--- src/rtl/wshb_sdram_arbiter_pkg.sv ---
// Shared types and helpers for the two-master Wishbone SDRAM arbiter.
// Latency: none (types and constant functions only).
// Backpressure: not applicable.
package wshb_arb_pkg;

    typedef enum logic [1:0] {
        IDLE = 2'd0,
        OWN0 = 2'd1,
        OWN1 = 2'd2
    } arb_state_t;

    typedef logic master_id_t;

    // Counter width able to hold every value 0..timeout.
    function automatic int wd_width(input int timeout);
        return $clog2(timeout + 1);
    endfunction

endpackage

--- src/rtl/wshb_sdram_arbiter_if.sv ---
// Wishbone classic/pipelined bus bundle shared by masters and the SDRAM slave port.
// Latency: none (wires only).
// Backpressure: carried by ack/err/rty returned from the slave side.
interface wshb_sdram_arbiter_if #(
    parameter int ADR_W      = 32,
    parameter int DATA_BYTES = 4
);
    logic                    cyc;
    logic                    stb;
    logic                    we;
    logic [ADR_W-1:0]        adr;
    logic [8*DATA_BYTES-1:0] dat_ms;
    logic [8*DATA_BYTES-1:0] dat_sm;
    logic [DATA_BYTES-1:0]   sel;
    logic [2:0]              cti;
    logic [1:0]              bte;
    logic                    ack;
    logic                    err;
    logic                    rty;

    modport master (
        output cyc, stb, we, adr, dat_ms, sel, cti, bte,
        input  dat_sm, ack, err, rty
    );

    modport slave (
        input  cyc, stb, we, adr, dat_ms, sel, cti, bte,
        output dat_sm, ack, err, rty
    );
endinterface

--- src/rtl/wshb_sdram_arbiter_watchdog.sv ---
// Stall watchdog: counts strobe cycles without termination and flags an abort.
// Latency: fire asserts the cycle after TIMEOUT consecutive unterminated strobe cycles.
// Backpressure: none; fire is only valid while the strobe is still active.
module wshb_arb_watchdog
    import wshb_arb_pkg::*;
#(
    parameter int TIMEOUT = 255
) (
    input  logic sys_clk,
    input  logic sys_rst_n,
    input  logic active,
    input  logic done,
    output logic fire
);
    localparam int           W     = wd_width(TIMEOUT);
    localparam logic [W-1:0] LIMIT = W'(TIMEOUT - 1);

    logic [W-1:0] count;
    logic         pend;

    // Stall counter plus one-cycle abort pending flag; the abort cycle itself is not counted.
    always_ff @(posedge sys_clk or negedge sys_rst_n) begin
        if (!sys_rst_n) begin
            count <= '0;
            pend  <= 1'b0;
        end else begin
            pend <= active && !done && !pend && (count == LIMIT);
            if (!active || done || pend || (count == LIMIT)) begin
                count <= '0;
            end else if (count != '1) begin
                count <= count + 1'b1;
            end
        end
    end

    // A master that dropped its strobe in the abort cycle gets no error.
    assign fire = pend & active;

endmodule

--- src/rtl/wshb_sdram_arbiter.sv ---
// Round-robin two-master Wishbone arbiter in front of the SDRAM slave port.
// Latency: one cycle from cyc in IDLE to grant; zero added latency on the data phase.
// Backpressure: slave ack/err/rty pass straight back to the owner; watchdog aborts stalls.
module wshb_sdram_arbiter
    import wshb_arb_pkg::*;
#(
    parameter int ADR_W      = 32,
    parameter int DATA_BYTES = 4,
    parameter int TIMEOUT    = 255
) (
    input  logic                 sys_clk,
    input  logic                 sys_rst_n,
    wshb_sdram_arbiter_if.slave  m0,
    wshb_sdram_arbiter_if.slave  m1,
    wshb_sdram_arbiter_if.master s,
    output logic [1:0]           gnt,
    output logic                 timeout_evt
);
    arb_state_t              state, state_nxt;
    master_id_t              last, last_nxt;
    logic                    own0, own1;
    logic                    raw_stb;
    logic                    done;
    logic                    fire;
    logic [ADR_W-1:0]        adr_mux;
    logic [8*DATA_BYTES-1:0] dat_mux;
    logic [DATA_BYTES-1:0]   sel_mux;

    // Owner state and last owner; last starts at 1 so master 0 wins the first tie.
    always_ff @(posedge sys_clk or negedge sys_rst_n) begin
        if (!sys_rst_n) begin
            state <= IDLE;
            last  <= 1'b1;
        end else begin
            state <= state_nxt;
            last  <= last_nxt;
        end
    end

    // Grant decisions: tie goes to the master that did not own last; handoff on cyc release.
    always_comb begin
        state_nxt = state;
        last_nxt  = last;
        case (state)
            IDLE: begin
                if (m0.cyc && m1.cyc) begin
                    state_nxt = (last == 1'b1) ? OWN0 : OWN1;
                end else if (m0.cyc) begin
                    state_nxt = OWN0;
                end else if (m1.cyc) begin
                    state_nxt = OWN1;
                end
            end
            OWN0: begin
                if (!m0.cyc) begin
                    last_nxt  = 1'b0;
                    state_nxt = m1.cyc ? OWN1 : IDLE;
                end
            end
            OWN1: begin
                if (!m1.cyc) begin
                    last_nxt  = 1'b1;
                    state_nxt = m0.cyc ? OWN0 : IDLE;
                end
            end
            default: state_nxt = IDLE;
        endcase
    end

    assign own0 = (state == OWN0);
    assign own1 = (state == OWN1);
    assign gnt  = {own1, own0};

    // Route the owner's request to the slave; everything is zero while idle.
    always_comb begin
        s.cyc   = 1'b0;
        raw_stb = 1'b0;
        s.we    = 1'b0;
        adr_mux = '0;
        dat_mux = '0;
        sel_mux = '0;
        s.cti   = '0;
        s.bte   = '0;
        if (own0) begin
            s.cyc   = m0.cyc;
            raw_stb = m0.cyc & m0.stb;
            s.we    = m0.we;
            adr_mux = m0.adr;
            dat_mux = m0.dat_ms;
            sel_mux = m0.sel;
            s.cti   = m0.cti;
            s.bte   = m0.bte;
        end else if (own1) begin
            s.cyc   = m1.cyc;
            raw_stb = m1.cyc & m1.stb;
            s.we    = m1.we;
            adr_mux = m1.adr;
            dat_mux = m1.dat_ms;
            sel_mux = m1.sel;
            s.cti   = m1.cti;
            s.bte   = m1.bte;
        end
    end

    // The abort cycle withdraws the strobe so the slave sees the transfer cancelled.
    assign s.stb    = raw_stb & ~fire;
    assign s.adr    = adr_mux;
    assign s.dat_ms = dat_mux;
    assign s.sel    = sel_mux;
    assign done     = s.ack | s.err | s.rty;

    wshb_arb_watchdog #(
        .TIMEOUT (TIMEOUT)
    ) u_watchdog (
        .sys_clk   (sys_clk),
        .sys_rst_n (sys_rst_n),
        .active    (raw_stb),
        .done      (done),
        .fire      (fire)
    );

    // Terminations go to the owner only; a late ack beats the watchdog abort.
    always_comb begin
        timeout_evt = fire & ~s.ack;
        m0.ack      = own0 & s.ack;
        m0.err      = own0 & (s.err | timeout_evt);
        m0.rty      = own0 & s.rty;
        m1.ack      = own1 & s.ack;
        m1.err      = own1 & (s.err | timeout_evt);
        m1.rty      = own1 & s.rty;
        m0.dat_sm   = s.dat_sm;
        m1.dat_sm   = s.dat_sm;
    end

endmodule

--- src/flat_wrapper.sv ---
// flat-port wrapper written by rule: the top's interface ports become plain ports
module wshb_sdram_arbiter_flat import wshb_arb_pkg::*;
#(
    parameter int ADR_W      = 32,
    parameter int DATA_BYTES = 4,
    parameter int TIMEOUT    = 255
)
  (sys_clk, sys_rst_n, gnt, timeout_evt, m0_cyc, m0_stb, m0_we, m0_adr, m0_dat_ms, m0_sel, m0_cti, m0_bte, m0_dat_sm, m0_ack, m0_err, m0_rty, m1_cyc, m1_stb, m1_we, m1_adr, m1_dat_ms, m1_sel, m1_cti, m1_bte, m1_dat_sm, m1_ack, m1_err, m1_rty, s_cyc, s_stb, s_we, s_adr, s_dat_ms, s_sel, s_cti, s_bte, s_dat_sm, s_ack, s_err, s_rty);
  wshb_sdram_arbiter_if #(.ADR_W(ADR_W), .DATA_BYTES(DATA_BYTES)) m0_i ();
  wshb_sdram_arbiter_if #(.ADR_W(ADR_W), .DATA_BYTES(DATA_BYTES)) m1_i ();
  wshb_sdram_arbiter_if #(.ADR_W(ADR_W), .DATA_BYTES(DATA_BYTES)) s_i ();
  input  logic sys_clk;
  input  logic sys_rst_n;
  output logic [1:0] gnt;
  output logic timeout_evt;
  input wire logic [$bits(m0_i.cyc)-1:0] m0_cyc;
  input wire logic [$bits(m0_i.stb)-1:0] m0_stb;
  input wire logic [$bits(m0_i.we)-1:0] m0_we;
  input wire logic [$bits(m0_i.adr)-1:0] m0_adr;
  input wire logic [$bits(m0_i.dat_ms)-1:0] m0_dat_ms;
  input wire logic [$bits(m0_i.sel)-1:0] m0_sel;
  input wire logic [$bits(m0_i.cti)-1:0] m0_cti;
  input wire logic [$bits(m0_i.bte)-1:0] m0_bte;
  output wire logic [$bits(m0_i.dat_sm)-1:0] m0_dat_sm;
  output wire logic [$bits(m0_i.ack)-1:0] m0_ack;
  output wire logic [$bits(m0_i.err)-1:0] m0_err;
  output wire logic [$bits(m0_i.rty)-1:0] m0_rty;
  input wire logic [$bits(m1_i.cyc)-1:0] m1_cyc;
  input wire logic [$bits(m1_i.stb)-1:0] m1_stb;
  input wire logic [$bits(m1_i.we)-1:0] m1_we;
  input wire logic [$bits(m1_i.adr)-1:0] m1_adr;
  input wire logic [$bits(m1_i.dat_ms)-1:0] m1_dat_ms;
  input wire logic [$bits(m1_i.sel)-1:0] m1_sel;
  input wire logic [$bits(m1_i.cti)-1:0] m1_cti;
  input wire logic [$bits(m1_i.bte)-1:0] m1_bte;
  output wire logic [$bits(m1_i.dat_sm)-1:0] m1_dat_sm;
  output wire logic [$bits(m1_i.ack)-1:0] m1_ack;
  output wire logic [$bits(m1_i.err)-1:0] m1_err;
  output wire logic [$bits(m1_i.rty)-1:0] m1_rty;
  output wire logic [$bits(s_i.cyc)-1:0] s_cyc;
  output wire logic [$bits(s_i.stb)-1:0] s_stb;
  output wire logic [$bits(s_i.we)-1:0] s_we;
  output wire logic [$bits(s_i.adr)-1:0] s_adr;
  output wire logic [$bits(s_i.dat_ms)-1:0] s_dat_ms;
  output wire logic [$bits(s_i.sel)-1:0] s_sel;
  output wire logic [$bits(s_i.cti)-1:0] s_cti;
  output wire logic [$bits(s_i.bte)-1:0] s_bte;
  input wire logic [$bits(s_i.dat_sm)-1:0] s_dat_sm;
  input wire logic [$bits(s_i.ack)-1:0] s_ack;
  input wire logic [$bits(s_i.err)-1:0] s_err;
  input wire logic [$bits(s_i.rty)-1:0] s_rty;
  assign m0_i.cyc = m0_cyc;
  assign m0_i.stb = m0_stb;
  assign m0_i.we = m0_we;
  assign m0_i.adr = m0_adr;
  assign m0_i.dat_ms = m0_dat_ms;
  assign m0_i.sel = m0_sel;
  assign m0_i.cti = m0_cti;
  assign m0_i.bte = m0_bte;
  assign m0_dat_sm = m0_i.dat_sm;
  assign m0_ack = m0_i.ack;
  assign m0_err = m0_i.err;
  assign m0_rty = m0_i.rty;
  assign m1_i.cyc = m1_cyc;
  assign m1_i.stb = m1_stb;
  assign m1_i.we = m1_we;
  assign m1_i.adr = m1_adr;
  assign m1_i.dat_ms = m1_dat_ms;
  assign m1_i.sel = m1_sel;
  assign m1_i.cti = m1_cti;
  assign m1_i.bte = m1_bte;
  assign m1_dat_sm = m1_i.dat_sm;
  assign m1_ack = m1_i.ack;
  assign m1_err = m1_i.err;
  assign m1_rty = m1_i.rty;
  assign s_cyc = s_i.cyc;
  assign s_stb = s_i.stb;
  assign s_we = s_i.we;
  assign s_adr = s_i.adr;
  assign s_dat_ms = s_i.dat_ms;
  assign s_sel = s_i.sel;
  assign s_cti = s_i.cti;
  assign s_bte = s_i.bte;
  assign s_i.dat_sm = s_dat_sm;
  assign s_i.ack = s_ack;
  assign s_i.err = s_err;
  assign s_i.rty = s_rty;
  wshb_sdram_arbiter #(.ADR_W(ADR_W), .DATA_BYTES(DATA_BYTES), .TIMEOUT(TIMEOUT)) u_core (.sys_clk(sys_clk), .sys_rst_n(sys_rst_n), .m0(m0_i), .m1(m1_i), .s(s_i), .gnt(gnt), .timeout_evt(timeout_evt));
endmodule
--- config.mk ---
export PLATFORM = sky130hd
export DESIGN_NAME = wshb_sdram_arbiter_flat
export DESIGN_NICKNAME = d
export VERILOG_FILES = /design/src/rtl/wshb_sdram_arbiter_pkg.sv /design/src/rtl/wshb_sdram_arbiter_if.sv /design/src/rtl/wshb_sdram_arbiter_watchdog.sv /design/src/rtl/wshb_sdram_arbiter.sv /design/src/flat_wrapper.sv
export SDC_FILE = /design/constraint.sdc
export NUM_CORES = 1
export LEC_CHECK = 0
export ABC_AREA = 1
export CAP_MARGIN = 30
export CORE_AREA = 2 2 130 132
export DETAILED_ROUTE_END_ITERATION = 7
export DIE_AREA = 0 0 132 134
export DONT_BUFFER_PORTS = 1
export PLACE_DENSITY = 0.3
export SLEW_MARGIN = 20
export SYNTH_ARGS = -nofsm -noshare
export SYNTH_HDL_FRONTEND = slang
export SYNTH_HIERARCHICAL = 1
export SYNTH_SLANG_ARGS = --single-unit
--- constraint.sdc ---
create_clock -name sys_clk -period 3.25 [get_ports sys_clk]
set_input_delay 0.4875 -clock sys_clk [delete_from_list [all_inputs] [get_ports sys_clk]]
set_output_delay 0.4875 -clock sys_clk [all_outputs]
set_load 0.01 [all_outputs]
==> impl_results.md <==
- Worst R2R Start: u_core/state[1]
- Fin area: between 1500 and 2000 um2
- Die W: roughly 130 um
- Max H-tree Level: 1
- Via count: 1736
- Smallest hold slack: 89.0 ps
- Fin nets: just under 400
- DP HPWL: 7650 um
- Core Area: about 16000 um2
- Crit path max fanout: 43
- Number of max-cap violations: 0
- Clock power share: 0.159
- Non-filler instance count after layout: roughly 420
- Internal: between 0.7 and 0.8 mW
- Slew margin rel.: 0.618
- Reg2reg end: u_core/u_watchdog/count[6]
- WL/cell: 20.8 um
- Synth top area share: 0.313
- Die height: ~130 um
- Remaining global-route overflow: 0
- Power density cells: about 860 nW/um2
- Vias per cell: just over 4
- Post-synth EDFFs: 0
- Number of global-route vias before repair: approximately 1700
- Sequential power share: 0.121
- Fmax: about 440 MHz
- Synth warnings: 6
- P_leak: between 0.8 and 0.9 nW
- R2R depth: 11
- Mean Syn Cell Area: 7.49 um2
- Fin crit period: ~2300 ps
- Reg clk slew, reported paths: ~40 ps
- Peak VDD IR: 0.402 mV
- Run status: complete, no violations
- Final Cycle Share: 0.694
- Rows: 47
- Area contributors post-synth: a22o_1 (31%), buf_4 (24%), dfrtp_1 (13%)
- 1st-iter DRT viols: 81
- Setup TNS: 0 ps
- WP data required: ~2800 ps
- Die Area: approximately 18000 um2
- Clk buf depth: 2
- Placed cell count: about 420
- Setup Skew: approximately 3.3 ps
- Post-Syn Instances: between 200 and 300
- Syn Nets: 467
- Sw power: ~0.89 mW
- Sink Count: 12
- Startpoint Class: register
- Starting Density: 0.127
- Residual DRC count: 0
- Clk Latency, worst-skew pair: ~240 ps
- Initial antenna violation count: 0
- Fin util: 0.115
- RSZ-0062 raised after global routing: false
- Crit end category: primary output
- Sequential element share of the synthesized area: 0.146
- Post-Syn Area: approximately 2100 um2
- Critical path class: reg2out
- Post-CTS sizing: 0
- Slew Limit Fails: 0
- Cell type with the largest total area after synthesis: a22o_1
- Comb pwr share: 0.720
- Worst endpoint data arrival time: 1770 ps
- Fin. Hold Viols: 0
- Sw frac: 0.553
- Post-synth ARST share: 1.00
- Hold WC Path Type: in2async
- Port Buf Inserts: 0
- CTS Root Cell: clkbuf_16
- CTS buffer count: 3
- Largest net degree at the start of global routing: 44
- Main flop type after synthesis: dfrtp_1
- Netlist cell types: 24
- Setup violators final: 0
- Worst Tran Pin Value: ~570 ps
- Drt first pass iters: 5
- Post-DP Area: ~1800 um2
- Area Growth Syn to Fin: -9.74%
- R2R Setup Slk: about 1500 ps
- Top-level port count: 338
- Share of cells above drive strength 1: 0.118
- Final antenna-violating net count: 0
- Routed wire length: slightly below 9000 um
- GRT Util Overall: 0.0868
- First-pass GRT wire length: around 11000 um
- Seq cells post-synth: 12
- GPL Wtd Cong: roughly 0.80
- CTS tree: done
- Antenna Cells: 0
-- cells in the mapped netlist (2+ instances only) --
cell / n
nand2_1: 30
xor2_1: 2
inv_2: 6
inv_1: 16
buf_4: 66
nand3_1: 14
buf_6: 6
nand2_2: 3
a21oi_1: 5
ha_1: 2
buf_2: 10
nor2_1: 19
dfrtp_1: 11
a22o_1: 74
o21ai_0: 3
-- metal layers --
| layer | track usage | wire length, um | up-vias |
|---|---|---|---|
| met4 | 0.0121 | 86 | 0 |
| li1 | - | - | 757 |
| met1 | 0.105 | 3570 | 790 |
| met3 | 0.0370 | 1010 | 8 |
| met5 | 0 | 0 | - |
| met2 | 0.146 | 4160 | 181 |
-- cells by family after synthesis --
logic type	synth area share
xor gates and xnor gates	0.0127
and+or+nand+nor	0.151
buffers and inverters	0.338
AOI/OAI and AO/OA	0.341
adders and majority gates	0.0121
DFF	0.146
-- layout make-up --
| class | count | area (um2) |
|---|---|---|
| Clock buffer | 4 | 88.8 |
| Fill cell | 1910 | 14400 |
| Inverter | 23 | 86.3 |
| Multi-Input combinational cell | 159 | 1070 |
| Sequential cell | 12 | 302 |
| Tap cell | 220 | 275 |
| Timing Repair Buffer | 6 | 47.5 |
-- state kept, by name, summed over array words and instances, names as in the netlist --
signal,cells
u_core/last,1
u_core/u_watchdog/pend,1
u_core/u_watchdog/count,8
u_core/state,2
-- through the flow --
step,worst slack (ps),power [mW]
finish,994,1.61
global placement,1310,1.37
CTS,995,1.64
detailed placement,1260,1.36
global route,887,1.71
floorplan,1240,1.28
-- power groups by stage --
stage | Combinational (mW) | Sequential, mW | Clock [mW]
CTS | 1.18 | 0.195 | 0.263
global route | 1.24 | 0.199 | 0.270
global placement | 1.17 | 0.197 | 0
finish | 1.16 | 0.195 | 0.256
detailed placement | 1.17 | 0.196 | 0
floorplan | 1.09 | 0.193 | 0
-- critical path, stage by stage (launching register included) --
cell and delay [ps]:
dfrtp_1 430, inv_2 100, nand2_2 90, inv_2 90
buf_4 390, a22o_1 400
-- cell usage in the layout (no fill, tap or decap), drive strengths merged --
cell / n
a21oi: 6
dfstp: 1
buf: 5
dlygate4sd3: 1
xor2: 2
o21ai: 3
a22o: 74
nand3: 15
nor2: 21
clkbuf: 4
nand2: 34
xnor2: 1
clkinv: 1
ha: 2
o21bai: 1
inv: 22
dfrtp: 11
-- worst max path at each step --
stage | endpoint | slack, ps | startpoint
after floorplan | m0_err | 1240 | u_core/state[1]
after global placement | s_we | 1310 | u_core/state[1]
after detailed placement | s_adr[6] | 1260 | u_core/state[1]
after CTS | s_adr[6] | 1000 | u_core/state[1]
after global routing | s_adr[6] | 890 | u_core/state[1]
final | s_adr[6] | 990 | u_core/state[1]
-- what timing repair did --
item | CTS | global route
setup buffers | 0 | 0
endpoints found under the hold margin | 11 | 0
hold buffers | 1 | 0
Note: power is estimated with default switching activity, not from simulation.
